<file path="src/rtl/red_pitaya_dsp_pkg.sv">
// Shared constants and helpers for the Red Pitaya DSP chain.
package red_pitaya_dsp_pkg;

    // Width of the CORDIC PFD output word {turns, phase}.
    localparam int PFD_PHASEBITS = 14;
    // Number of whole-turn bits at the top of that word.
    localparam int PFD_TURNBITS  = 4;

    // Clip a signed value, meaningful in its low inwidth bits, to the signed
    // range of outwidth bits. The result is returned sign-extended to 64 bits.
    function automatic logic signed [63:0] sat(
        input logic signed [63:0] value,
        input int                 inwidth,
        input int                 outwidth
    );
        logic signed [63:0] v;
        logic signed [63:0] hi;
        logic signed [63:0] lo;
        v  = (value <<< (64 - inwidth)) >>> (64 - inwidth);
        hi = (64'sd1 <<< (outwidth - 1)) - 64'sd1;
        lo = -hi - 64'sd1;
        if (v > hi) begin
            return hi;
        end else if (v < lo) begin
            return lo;
        end
        return v;
    endfunction

endpackage

</file>
<file path="src/rtl/red_pitaya_pfd_gate_sum.sv">
// Gate timer and phase-increment summer. Sums deltas over 2^G valid cycles,
// then shifts, saturates and publishes the result with a one-cycle strobe.
import red_pitaya_dsp_pkg::*;

module red_pitaya_pfd_gate_sum #(
    parameter int PHASEBITS = PFD_PHASEBITS,
    parameter int SUMBITS   = 28,
    parameter int MAXLOG    = 14,
    parameter int OUTBITS   = 14
) (
    input  logic                        clk_i,
    input  logic                        rst_i,
    input  logic signed [PHASEBITS-1:0] delta_i,
    input  logic                        delta_valid_i,
    input  logic                        clear_i,
    input  logic        [3:0]           gate_log2_i,
    input  logic        [4:0]           out_shift_i,
    output logic signed [OUTBITS-1:0]   freq_o,
    output logic                        freq_valid_o,
    output logic                        sat_o
);

    logic        [MAXLOG-1:0]  cnt_q;
    logic        [3:0]         g_q;
    logic        [3:0]         g_in;
    logic        [3:0]         eff_g;
    logic        [4:0]         shift_q;
    logic        [4:0]         eff_shift;
    logic signed [SUMBITS-1:0] sum_q;
    logic signed [SUMBITS-1:0] sum_fin;
    logic signed [SUMBITS-1:0] shifted;
    logic        [MAXLOG:0]    span_m1;
    logic signed [63:0]        wide;
    logic signed [63:0]        satv;
    logic                      end_of_gate;
    logic                      clipped;

    // Gate settings in force this cycle (live inputs at gate start), end
    // detection, and the shifted/saturated candidate result.
    always_comb begin
        // NOTE: every signal driven here gets a default first, so no path
        // leaves it unassigned and no latch is inferred.
        g_in      = (gate_log2_i > 4'(MAXLOG)) ? 4'(MAXLOG) : gate_log2_i;
        eff_g     = g_q;
        eff_shift = shift_q;
        if (cnt_q == '0) begin
            eff_g     = g_in;
            eff_shift = out_shift_i;
        end
        span_m1     = ((MAXLOG + 1)'(1) << eff_g) - (MAXLOG + 1)'(1);
        end_of_gate = delta_valid_i && ({1'b0, cnt_q} == span_m1);
        sum_fin     = sum_q + {{(SUMBITS - PHASEBITS){delta_i[PHASEBITS-1]}}, delta_i};
        shifted     = sum_fin >>> eff_shift;
        wide        = {{(64 - SUMBITS){shifted[SUMBITS-1]}}, shifted};
        satv        = sat(wide, SUMBITS, OUTBITS);
        clipped     = (satv != wide);
    end

    // Counter, setting latch, running sum and published result.
    always_ff @(posedge clk_i) begin
        // NOTE: state registers use non-blocking assignments so every flop
        // samples pre-edge values regardless of statement order.
        if (rst_i) begin
            cnt_q        <= '0;
            g_q          <= '0;
            shift_q      <= '0;
            sum_q        <= '0;
            freq_o       <= '0;
            freq_valid_o <= 1'b0;
            sat_o        <= 1'b0;
        end else begin
            freq_valid_o <= 1'b0;
            if (clear_i) begin
                // Clear beats a coincident gate end: result and flag hold.
                cnt_q   <= '0;
                sum_q   <= '0;
                g_q     <= g_in;
                shift_q <= out_shift_i;
            end else if (delta_valid_i) begin
                if (cnt_q == '0) begin
                    g_q     <= eff_g;
                    shift_q <= eff_shift;
                end
                if (end_of_gate) begin
                    cnt_q        <= '0;
                    sum_q        <= '0;
                    freq_o       <= satv[OUTBITS-1:0];
                    sat_o        <= clipped;
                    freq_valid_o <= 1'b1;
                end else begin
                    cnt_q <= cnt_q + 1'b1;
                    sum_q <= sum_fin;
                end
            end
        end
    end

endmodule

</file>
<file path="src/rtl/red_pitaya_pfd_freq_meter.sv">
// PFD phase unwrapper and frequency meter: turns the wrapping 14-bit
// {turns,phase} word into a wide phase accumulator and a gated frequency sum.
import red_pitaya_dsp_pkg::*;

module red_pitaya_pfd_freq_meter #(
    parameter int PHASEBITS = PFD_PHASEBITS,
    parameter int ACCBITS   = 32,
    parameter int SUMBITS   = 28,
    parameter int MAXLOG    = 14,
    parameter int OUTBITS   = 14
) (
    input  logic                        clk_i,
    input  logic                        rst_i,
    input  logic signed [PHASEBITS-1:0] phase_i,
    input  logic                        clear_i,
    input  logic        [3:0]           gate_log2_i,
    input  logic        [4:0]           out_shift_i,
    output logic signed [ACCBITS-1:0]   phase_o,
    output logic signed [OUTBITS-1:0]   freq_o,
    output logic                        freq_valid_o,
    output logic                        sat_o
);

    logic                        primed_q;
    logic signed [PHASEBITS-1:0] last_q;
    logic signed [PHASEBITS-1:0] diff;
    logic signed [PHASEBITS-1:0] delta_q;
    logic                        delta_valid_q;

    // Modular difference: a +8191 -> -8192 step wraps to +1.
    assign diff = phase_i - last_q;

    // Priming, delta register and unwrapped phase accumulator.
    always_ff @(posedge clk_i) begin
        if (rst_i) begin
            primed_q      <= 1'b0;
            last_q        <= '0;
            delta_q       <= '0;
            delta_valid_q <= 1'b0;
            phase_o       <= '0;
        end else begin
            last_q        <= phase_i;
            primed_q      <= 1'b1;
            delta_q       <= primed_q ? diff : '0;
            delta_valid_q <= primed_q;
            if (clear_i) begin
                phase_o <= '0;
            end else begin
                phase_o <= phase_o + {{(ACCBITS - PHASEBITS){delta_q[PHASEBITS-1]}}, delta_q};
            end
        end
    end

    red_pitaya_pfd_gate_sum #(
        .PHASEBITS (PHASEBITS),
        .SUMBITS   (SUMBITS),
        .MAXLOG    (MAXLOG),
        .OUTBITS   (OUTBITS)
    ) u_gate_sum (
        .clk_i         (clk_i),
        .rst_i         (rst_i),
        .delta_i       (delta_q),
        .delta_valid_i (delta_valid_q),
        .clear_i       (clear_i),
        .gate_log2_i   (gate_log2_i),
        .out_shift_i   (out_shift_i),
        .freq_o        (freq_o),
        .freq_valid_o  (freq_valid_o),
        .sat_o         (sat_o)
    );

endmodule

</file>
<file path="config.mk">
export PLATFORM = sky130hd
export DESIGN_NAME = red_pitaya_pfd_freq_meter
export DESIGN_NICKNAME = d
export VERILOG_FILES = /design/src/rtl/red_pitaya_dsp_pkg.sv /design/src/rtl/red_pitaya_pfd_gate_sum.sv /design/src/rtl/red_pitaya_pfd_freq_meter.sv
export SDC_FILE = /design/constraint.sdc
export NUM_CORES = 1
export LEC_CHECK = 0
export CAP_MARGIN = 20
export CORE_MARGIN = 2
export CORE_UTILIZATION = 50
export DETAILED_ROUTE_END_ITERATION = 12
export PLACE_DENSITY = 0.7
export SLEW_MARGIN = 25
export SYNTH_ARGS = -nofsm -noshare
export SYNTH_HDL_FRONTEND = slang
export SYNTH_SLANG_ARGS = --single-unit
export TNS_END_PERCENT = 50
</file>
<file path="constraint.sdc">
create_clock -name clk_i -period 6.9 [get_ports clk_i]
set_clock_uncertainty 0.1 [all_clocks]
set_input_delay 1.035 -clock clk_i [delete_from_list [all_inputs] [get_ports clk_i]]
set_output_delay 1.035 -clock clk_i [all_outputs]
set_load 0.01 [all_outputs]
</file>
==> impl_metrics.env <==
export IMPL_cts_root_buf="clkbuf_16"
export IMPL_slowest_delay_ns=0.49
export IMPL_start_kind="flop"
export IMPL_fillerInstances=1970
export IMPL_synth_nets=1494
export IMPL_dp_hpwl_microns=21100
export IMPL_critPathCaptureType="flop"
export IMPL_tightest_slew_ns=1.01
export IMPL_power_density_mw_per_mm2=186
export IMPL_tritoncts="done"
export IMPL_hold_violations=0
export IMPL_pre_cts_ws_ns=1.81
export IMPL_clock_fmax_ghz=0.194
export IMPL_synth_top_area_frac=0.245
export IMPL_crit_family="simple AND/OR/NAND/NOR gates"
export IMPL_switching_power_mw=0.718
export IMPL_die_w_microns=149
export IMPL_worstHoldPathType="flop to flop"
export IMPL_seq_area_frac_synth=0.245
export IMPL_yosysTopAreaCell="dfxtp_1"
export IMPL_ys_flop_type="dfxtp_1"
export IMPL_p_leak_nw=4.78
export IMPL_grt_usage=0.263
export IMPL_start_util=0.505
export IMPL_synth_common_cells="nor2_1 (157), nand2_1 (135), dfxtp_1 (129)"
export IMPL_grt_overflow_total=0
export IMPL_antenna_left=0
export IMPL_worst_slack_ns=1.75
export IMPL_layout_nets=1527
export IMPL_slew_headroom=0.325
export IMPL_synth_most_common_cell="nor2_1"
export IMPL_synth_edf_count=0
export IMPL_grt_pass1_wl_microns=47700
export IMPL_outcome="complete, no violations"
export IMPL_drc=0
export IMPL_pwr_share_clk=0.414
export IMPL_critPathBufInv=2
export IMPL_synth_fa_ha_area_frac=0.0935
export IMPL_place_gp_congestion=0.977
export IMPL_final_period_utilization=0.746
export IMPL_critPathKind="flop to flop"
export IMPL_synth_xor_area_frac=0.0565
export IMPL_synthMuxAreaShare=0.0485
export IMPL_yosysUniqueCellTypes=97
export IMPL_critPathRequiredTime_ns=7.13
export IMPL_insertion_delay_ns=0.44
export IMPL_ys_top_cells_by_area="dfxtp_1 (24%), ha_1 (8.8%), a21oi_1 (6.0%)"
export IMPL_fp_coreArea_sq_mm=0.0209
export IMPL_dpl_cell_count=1680
export IMPL_sequentialPowerShare=0.353
export IMPL_area_growth_syn_to_layout_pct=14.0
export IMPL_p_int_mw=1.52
export IMPL_fin_crit_ns=5.15
export IMPL_post_cts_buffers=0
export IMPL_grt_pass1_vias=9673
export IMPL_synth_top_family_by_area="compound AO/OA/AOI/OAI gates"
export IMPL_final_cells=1711
export IMPL_wirelength_microns=29100
export IMPL_pwr_share_comb=0.233
export IMPL_cp_common_cell="nor2_1"
export IMPL_rsz0062_at_grt="no"
export IMPL_numPortBuffers=73
export IMPL_ctsResizeCount=0
export IMPL_ir_worst_vdd_mv=0.169
export IMPL_syn_avg_cell_area_sq_um=7.58
export IMPL_grt_max_degree=38
export IMPL_routedWlPerCell_microns=17.0
export IMPL_mappedNetlistArea_sq_mm=0.0105
export IMPL_routed_via_density=6.09
export IMPL_cap_violations=0
export IMPL_num_antenna_cells=0
export IMPL_path_max_fanout=19
export IMPL_dr_pass1_iters=5
export IMPL_hold_ws_ns=0.350
export IMPL_ys_warn_count=0
export IMPL_row_count=53
export IMPL_synth_compound_area_share=0.272
export IMPL_total_power_mw=2.23
export IMPL_cts_hold_buf=0
export IMPL_p_sw_frac=0.321
export IMPL_die_h_microns=149
export IMPL_layout_drive_gt1_share=0.0696
export IMPL_setup_viol=0
export IMPL_clkSinkCount=129
export IMPL_dieArea_sq_mm=0.0223
export IMPL_routed_via_count=10400
export IMPL_ys_ff_latch=129
export IMPL_syn_inst=1391
export IMPL_worstPathCellList="inv_1, ha_1, nor3b_1, nand4_1, buf_4, mux2_2, nor2_1, nand3_1, ha_1, nor4_1, a21oi_1, o21ai_0, xor2_1, nor2_1, nand3_1, nor2_1, nor2_1, a221o_1, a21o_1"
export IMPL_cp_slowest_cell="dfxtp_1"
export IMPL_synthSimpleGateAreaFrac=0.238
export IMPL_drtIter0Drc=765
export IMPL_htree_num_levels=4
export IMPL_clock_path_buffers=2
export IMPL_multiInputGateArea_sq_mm=0.00749
export IMPL_layout_area_seq_sq_mm=0.00258
export IMPL_clk_pin_slew_ns=0.07
export IMPL_antenna_found_initial=0
export IMPL_drv_slew=0
export IMPL_cts_made_buffers=17
export IMPL_setup_tns_ns=0
export IMPL_async_flop_share=0
export IMPL_worst_ep_arrival_time_ns=5.38
export IMPL_io_pins=74
## layout make-up
| class | count | share of cell area |
|---|---|---|
| clock buffers | 18 | 0.0365 |
| clock inverters | 13 | 0.0127 |
| inverters | 51 | 0.0159 |
| multi-input cells | 1140 | 0.623 |
| flip-flops and latches | 129 | 0.215 |
| well taps | 275 | 0.0286 |
| repair buffers | 85 | 0.0683 |
## through the flow
step	instance area, sq um	utilization
2_1_floorplan	10500	-
3_3_place_gp	11400	0.547
3_5_place_dp	11400	0.547
4_1_cts	12000	0.575
5_1_grt	12000	0.576
6_report	12000	0.576
## layout by cell type (no fill, tap or decap), types with 9 or more instances in the layout
master / synthesis / layout
and2_1: 11 / 11
dfxtp_1: 129 / 129
nand2b_1: 9 / 9
clkbuf_16: 0 / 17
inv_1: 50 / 50
nand4_1: 20 / 20
xnor2_1: 35 / 35
buf_4: 2 / 12
mux2_2: 13 / 13
a211oi_1: 24 / 24
o21ai_1: 20 / 20
xor2_1: 33 / 33
a21oi_1: 126 / 126
nor3_1: 43 / 43
o21a_1: 11 / 11
o21ai_0: 68 / 68
ha_1: 74 / 74
o31ai_1: 10 / 10
nand3_1: 56 / 56
a21o_1: 29 / 29
a31oi_1: 17 / 17
mux2i_1: 28 / 26
clkdlybuf4s50_1: 0 / 73
nand2_1: 135 / 135
or3_1: 13 / 13
and3_1: 18 / 18
nor2b_1: 19 / 19
nor2_1: 157 / 157
o211ai_1: 23 / 23
## metal layers
metal,global-route usage,part of all wire,vias up
met1,0.354,0.46,4843
li1,-,-,5166
met5,0,0,-
met4,0.0962,0.026,0
met3,0.0486,0.055,66
met2,0.421,0.46,340
## flip-flops by register name, summed over array words and instances, names as in the netlist
name                     count
u_gate_sum.shift_q           5
u_gate_sum.cnt_q            14
u_gate_sum.sat_o             1
phase_o                     32
u_gate_sum.sum_q            28
u_gate_sum.g_q               4
primed_q                     1
u_gate_sum.freq_o           14
delta_valid_q                1
u_gate_sum.freq_valid_o      1
last_q                      14
delta_q                     14
## final timing paths
kind / startpoint / end / slack, ns / depth (start not counted)
worst max register to register: u_gate_sum.cnt_q[0] / u_gate_sum.freq_o[12] / 1.75 / 19
worst min register to register: u_gate_sum.freq_o[0] / u_gate_sum.freq_o[0] / 0.35 / 2
worst max-delay path: u_gate_sum.cnt_q[0] / u_gate_sum.freq_o[12] / 1.75 / 19
worst min-delay path: u_gate_sum.freq_o[0] / u_gate_sum.freq_o[0] / 0.35 / 2
## cells by family (layout without fill, tap and decap cells)
logic type	count (synthesis)	in the layout
adder cells (fa/ha/maj)	77	77
multiplexers	46	46
XOR/XNOR	68	68
buffers and inverters	122	167
AO/OA/AOI/OAI	427	427
AND/OR/NAND/NOR	522	522
flip-flops	129	129
## worst reg2reg max path: stages, from the launching register on
cell     delay (ns)
dfxtp_1        0.49
inv_1          0.13
ha_1           0.20
nor3b_1        0.13
nand4_1        0.10
buf_4          0.31
mux2_2         0.47
nor2_1         0.39
nand3_1        0.15
ha_1           0.38
nor4_1         0.32
a21oi_1        0.06
o21ai_0        0.23
xor2_1         0.10
nor2_1         0.18
nand3_1        0.14
nor2_1         0.35
nor2_1         0.29
a221o_1        0.41
a21o_1         0.15
## power groups by stage
stage | clock (mW) | sequential (mW) | combinational [mW]
CTS | 0.940 | 0.788 | 0.513
global placement | 0 | 0.804 | 0.505
detailed placement | 0 | 0.805 | 0.509
global route | 0.973 | 0.791 | 0.573
finish | 0.925 | 0.788 | 0.520
floorplan | 0 | 0.804 | 0.375
Note: power is estimated with default switching activity, not from simulation.
